### config.mk
export PLATFORM = sky130hd
export DESIGN_NAME = product_accumulator
export DESIGN_NICKNAME = d
export VERILOG_FILES = /design/src/rtl/product_accumulator.sv
export SDC_FILE = /design/constraint.sdc
export NUM_CORES = 1
export LEC_CHECK = 0
export ABC_CLOCK_PERIOD_IN_PS = 3000
export CAP_MARGIN = 20
export CORE_MARGIN = 2
export CORE_UTILIZATION = 50
export CTS_CLUSTER_DIAMETER = 100
export DETAILED_ROUTE_END_ITERATION = 6
export PLACE_DENSITY = 0.76
export RECOVER_POWER = 25
export REMOVE_ABC_BUFFERS = 1
export SKIP_LAST_GASP = 1
export SLEW_MARGIN = 20
export SYNTH_ARGS = -nofsm -noshare
export SYNTH_HDL_FRONTEND = slang
export SYNTH_SLANG_ARGS = --single-unit
### constraint.sdc
create_clock -name clk -period 3 [get_ports clk]
set_input_delay 0.75 -clock clk [delete_from_list [all_inputs] [get_ports clk]]
set_output_delay 0.75 -clock clk [all_outputs]
set_load 0.02 [all_outputs]
### src/rtl/product_accumulator.sv
// Batch accumulator for multiplier products: sums COUNT accepted products and
// presents the wrapped sum plus a sticky overflow flag on a valid/ready port.
module product_accumulator #(
  parameter int unsigned PROD_W = 8,
  parameter int unsigned ACC_W  = 12,
  parameter int unsigned COUNT  = 4,
  parameter int unsigned CNT_W  = 3
) (
  input  logic              clk,
  input  logic              rst,
  input  logic [PROD_W-1:0] product,
  input  logic              in_valid,
  output logic              in_ready,
  input  logic              clr,
  output logic [ACC_W-1:0]  sum,
  output logic              ovf,
  output logic              out_valid,
  input  logic              out_ready
);

  localparam int unsigned SumW = ACC_W + 1;

  typedef enum logic {StAccum = 1'b0, StHold = 1'b1} state_e;

  state_e             state_q, state_d;
  logic [ACC_W-1:0]   acc_q, acc_d;
  logic [ACC_W-1:0]   sum_q, sum_d;
  logic [CNT_W-1:0]   cnt_q, cnt_d;
  logic               ovf_acc_q, ovf_acc_d;
  logic               ovf_q, ovf_d;
  logic               out_valid_q, out_valid_d;

  logic [SumW-1:0]    add_full;
  logic               accept;
  logic               last;

  // Extra top bit captures the carry-out of each addition.
  assign add_full = {1'b0, acc_q} + SumW'(product);
  assign in_ready = (state_q == StAccum);
  assign accept   = in_valid & in_ready;
  assign last     = (cnt_q == CNT_W'(COUNT - 1));

  always_comb begin
    state_d     = state_q;
    acc_d       = acc_q;
    sum_d       = sum_q;
    cnt_d       = cnt_q;
    ovf_acc_d   = ovf_acc_q;
    ovf_d       = ovf_q;
    out_valid_d = out_valid_q;
    case (state_q)
      StAccum: begin
        if (clr) begin
          acc_d     = '0;
          cnt_d     = '0;
          ovf_acc_d = 1'b0;
        end else if (accept) begin
          if (last) begin
            sum_d       = add_full[ACC_W-1:0];
            ovf_d       = ovf_acc_q | add_full[ACC_W];
            out_valid_d = 1'b1;
            acc_d       = '0;
            cnt_d       = '0;
            ovf_acc_d   = 1'b0;
            state_d     = StHold;
          end else begin
            acc_d     = add_full[ACC_W-1:0];
            ovf_acc_d = ovf_acc_q | add_full[ACC_W];
            cnt_d     = cnt_q + CNT_W'(1);
          end
        end
      end
      StHold: begin
        if (out_ready) begin
          out_valid_d = 1'b0;
          state_d     = StAccum;
        end
      end
      default: state_d = StAccum;
    endcase
  end

  always_ff @(posedge clk or posedge rst) begin
    if (rst) begin
      state_q     <= StAccum;
      acc_q       <= '0;
      sum_q       <= '0;
      cnt_q       <= '0;
      ovf_acc_q   <= 1'b0;
      ovf_q       <= 1'b0;
      out_valid_q <= 1'b0;
    end else begin
      state_q     <= state_d;
      acc_q       <= acc_d;
      sum_q       <= sum_d;
      cnt_q       <= cnt_d;
      ovf_acc_q   <= ovf_acc_d;
      ovf_q       <= ovf_d;
      out_valid_q <= out_valid_d;
    end
  end

  assign sum       = sum_q;
  assign ovf       = ovf_q;
  assign out_valid = out_valid_q;

endmodule

# Word level (Yosys, flattened, before mapping)
# Index checks and enable logic that the tools add are counted.
dict set report word_totals {
  reg_bits 31
  inputBits 13
  output_inout_bits 15
  elab_cells 41
}
dict set report op_classes {
  addsub 2
  eq_ne 5
  n_mux 19
  bitwise 4
  n_reduce_logical 4
}
# operator n
set op_table {}
lappend op_table {{$mux 12} 3}
lappend op_table {{$add 12x8->13} 1}
lappend op_table {{$mux 1} 11}
lappend op_table {{$mux 3} 3}
lappend op_table {{$reduce_and 4->1} 2}
lappend op_table {{$ne 2x1->1 const B} 2}
lappend op_table {{$ne 2x2->1 const B} 2}
lappend op_table {{$pmux 1 s2} 2}
lappend op_table {{$add 3x1->3 const B} 1}
lappend op_table {{$eq 3x2->1 const B} 1}
lappend op_table {{$not 1->1} 2}
lappend op_table {{$reduce_and 2->1} 1}
lappend op_table {{$reduce_bool 2->1} 1}
lappend op_table {{$and 1x1->1} 1}
lappend op_table {{$or 1x1->1} 1}

# Logic depth before layout (Yosys ltp)
dict set report logic_depth {
  ltp_word 5
  depth_mapped 8
}

# Least setup slack after synthesis
# OpenSTA, ideal clock, no wires.
dict set report synth_path {
  kind {in2reg}
  startpoint {input port product[0]}
  endpoint {register sum_q[8] (netlist: sum[8])}
  setup_time_ps 95
  t_arrival_ps 2227
  required_time_ps 2905
  path_slack_ps 677
  cell_stages 8
  path_buffers 0
  cell_sequence {ha_1 > inv_1 > fa_1 > nand2b_1 > a21oi_2 > o211ai_1 > and3_1 > o31ai_1}
}
dict set report synth_between {
  elab_chain_len 1
}
# element line
set synth_rtl {}
lappend synth_rtl {{start: declaration} 11} ;# input logic [PROD_W-1:0] product,
lappend synth_rtl {{$add 12x8->13} 38} ;# assign add_full = {1'b0, acc_q} + SumW'(product);
lappend synth_rtl {{end signal: assignment} 95} ;# sum_q <= sum_d;
lappend synth_rtl {{end: declaration} 27} ;# logic [ACC_W-1:0] sum_q, sum_d;
# Every way passes these cells.
# A chain may end at the register's enable or synchronous reset.

# Worst setup path after layout
# Same ends and word-level chain as after synthesis.

==> flow_metrics.py <==
metrics = {
    "critical_path": {
        "startpoint_type": "primary input",
        "crit_type": "primary input to register",
        "cp.arrival_ns": 2.93,
        "r2r_slack_ns": 0.81,
        "crit_start": "product[0]",
        "r2r_start": "acc_q[0]",
        "timing.rr.end": "sum[8]",
        "ff2ff_path_depth": 8,
        "crit_required_ns": 3.25,
        "end_kind": "register",
        "endpoint": "sum[8]",
        "crit_fanout": 4,
    },
    "grt": {
        "grt_first_pass_wirelength_microns": 5890,
        "grt_usage": 0.218,
        "grt_max_degree": 32,
        "grt_pass1_vias": 1347,
        "antenna_found_initial": 0,
        "gr-total-overflow": 0,
    },
    "cells_and_area": {
        "stdcell_area_sq_mm": 0.00206,
        "synthToLayoutAreaGrowth_pct": 24.8,
        "stdcell_count": 237,
        "fillers": 266,
        "antenna_cells": 0,
        "nets": 215,
        "fin_util": 0.665,
        "layout-drive-gt1-share": 0.119,
    },
    "yosys": {
        "synth_top_cell_area_share": 0.470,
        "syn_area_per_cell_sq_um": 10.4,
        "synthFlopType": "dfrtp_1",
        "syn-cell-area_sq_mm": 0.00165,
        "synth-edff-count": 0,
        "yosysTopAreaCell": "dfrtp_1",
        "synth_seq_cells": 31,
        "synth_cells": 159,
        "ys_seq_area_frac": 0.470,
        "ys_async_sr_fraction": 1.00,
        "synth.top_cells.by_area": "dfrtp_1, ha_1, mux2_2",
        "yosys.cell_types.count": 38,
        "yosysWarnings": 0,
    },
    "cts": {
        "htreeDepth": 2,
        "cts_resized": 0,
        "clock_latency_ns": 0.34,
        "cts_tree": "yes",
        "cts_sinks": 31,
        "cts-root-buf": "clkbuf_4",
        "cts_buffer_depth": 2,
        "numCtsBuffers": 5,
        "path_clk_slew_ns": 0.10,
        "cts_setup_buffers": 0,
        "cts_hold_buf": 0,
    },
    "drt": {
        "drcViolationCount": 0,
        "detail-route-antenna-nets": 0,
        "dr.max_layer_used": "met4",
        "drt-wirelength-per-cell_microns": 14.7,
        "wirelength_microns": 3490,
        "wl_met3_microns": 155,
        "drt_iter0_markers": 27,
        "firstDrtPassIters": 4,
        "drt-vias-per-instance": 5.49,
        "vias": 1301,
        "m1WireLength_microns": 1550,
        "wl_met2_microns": 1680,
    },
    "floorplanning": {
        "dieArea_sq_mm": 0.00378,
        "chipWidth_microns": 61.5,
        "start_util": 0.532,
        "fp.dieH_microns": 61.5,
        "ios": 28,
        "coreArea_sq_mm": 0.00310,
        "std_cell_rows": 20,
    },
    "placed_design": {
        "pre_cts_ws_ns": 0.00513,
        "gp_congestion": 0.875,
        "dp_hpwl_microns": 2530,
        "place_area_sq_mm": 0.00198,
        "dp_cells": 229,
        "io_buffers": 27,
    },
    "power": {
        "power.density_mw_per_mm2": 580,
        "p_leak_nw": 0.922,
        "ir_drop_mv": 0.390,
        "totalPowerFinal_mw": 1.20,
    },
    "timing": {
        "finClkSkew_ns": 0.00550,
        "maxSlewHeadroom": -0.107,
        "rsz0062_at_grt": "no",
        "slew_violations": 32,
        "tns_ns": 0,
        "fmaxAchievable_mhz": 373,
        "setup_viol": 0,
        "worst_slack_ns": 0.322,
        "finalHoldViolCount": 0,
        "hold_ws_ns": 0.493,
        "tightest_slew_ns": 1.66,
        "fin_crit_sh": 0.893,
        "period_minus_slack_ns": 2.68,
    },
    "outcome": {
        "status": "finished, violations left",
        "violations": "capacitance limit, slew limit",
    },
    "flow_run": {
        "drv_cap": 1,
    },
    "min_path": {
        "hold_class": "register to register",
    },
}
-- cell usage in the layout, fill, tap and decap left out, types with 2 or more instances in the layout --
master	n
o21ai_1	2
clkbuf_4	5
mux2_2	7
nand3_1	2
o21ai_0	13
o21a_1	2
dfrtp_1	31
nand2b_1	4
a211oi_1	2
clkdlybuf4s50_1	26
xnor2_1	6
buf_4	2
xor2_1	3
a21oi_1	12
o211ai_1	4
nor2_1	4
a21oi_2	2
nand2_1	17
ha_1	9
a22o_1	7
a21o_1	2
inv_1	10
-- worst max-delay path, stage by stage --
cell	delay, ns
clkdlybuf4s50_1	0.46
ha_1	0.20
inv_1	0.07
fa_1	0.39
nand2b_1	0.20
a21oi_2	0.21
o211ai_1	0.17
and3_1	0.24
o31ai_1	0.24
-- Yosys cell counts (2+ instances only) --
cell / n
dfrtp_1: 31
nand2_1: 17
o21ai_0: 13
a21oi_1: 12
inv_1: 10
ha_1: 9
a22o_1: 7
mux2_2: 7
xnor2_1: 6
nand2b_1: 4
nor2_1: 4
o211ai_1: 4
xor2_1: 3
a211oi_1: 2
a21o_1: 2
a21oi_2: 2
clkbuf_1: 2
nand3_1: 2
o21a_1: 2
o21ai_1: 2
-- area by class of cell --
type,instances,area [sq um],area share
Clock buffer,6,51.3,0.0249
Timing Repair Buffer,30,289,0.140
Inverter,10,37.5,0.0182
Multi-Input combinational cell,114,818,0.397
Tap cell,44,55.1,0.0267
Sequential cell,31,776,0.376
Clock inverter,2,35.0,0.0170
-- power by group --
| part | internal [mW] | switching [mW] | total, mW |
|---|---|---|---|
| Sequential | 0.470 | 0.0306 | 0.501 |
| Clock | 0.197 | 0.148 | 0.345 |
| Combinational | 0.165 | 0.186 | 0.351 |
-- sequential cells by signal, summed over array words and instances (netlist names) --
register / flops
out_valid: 1
acc_q: 12
state_q: 1
ovf_acc_q: 1
sum: 12
ovf: 1
cnt_q: 3
-- per-layer routing --
| layer | vias to the layer above | GRT usage |
|---|---|---|
| met3 | 11 | 0.0441 |
| met1 | 621 | 0.255 |
| met2 | 33 | 0.374 |
| met4 | 0 | 0.119 |
| li1 | 636 | - |
| met5 | - | 0 |
-- worst min path at each step --
stage / start / endpoint / slack [ns] / cells after the start
after floorplan: acc_q[2] / acc_q[2] / 0.45 / 2
after global placement: out_valid / out_valid / 0.46 / 2
after detailed placement: out_valid / out_valid / 0.47 / 2
after CTS: out_valid / out_valid / 0.50 / 2
after global routing: out_valid / out_valid / 0.51 / 2
final: sum[10] / sum[10] / 0.49 / 2
-- cell families after synthesis --
group           after synthesis  synth area share
compound gates               52             0.208
simple gates                 35             0.105
flops                        31             0.470
buf+inv                      14            0.0349
fa+ha+maj                    10            0.0803
xor+xnor                      9            0.0477
mux                           8            0.0538
No activity file was read; power rests on OpenSTA's default activity.
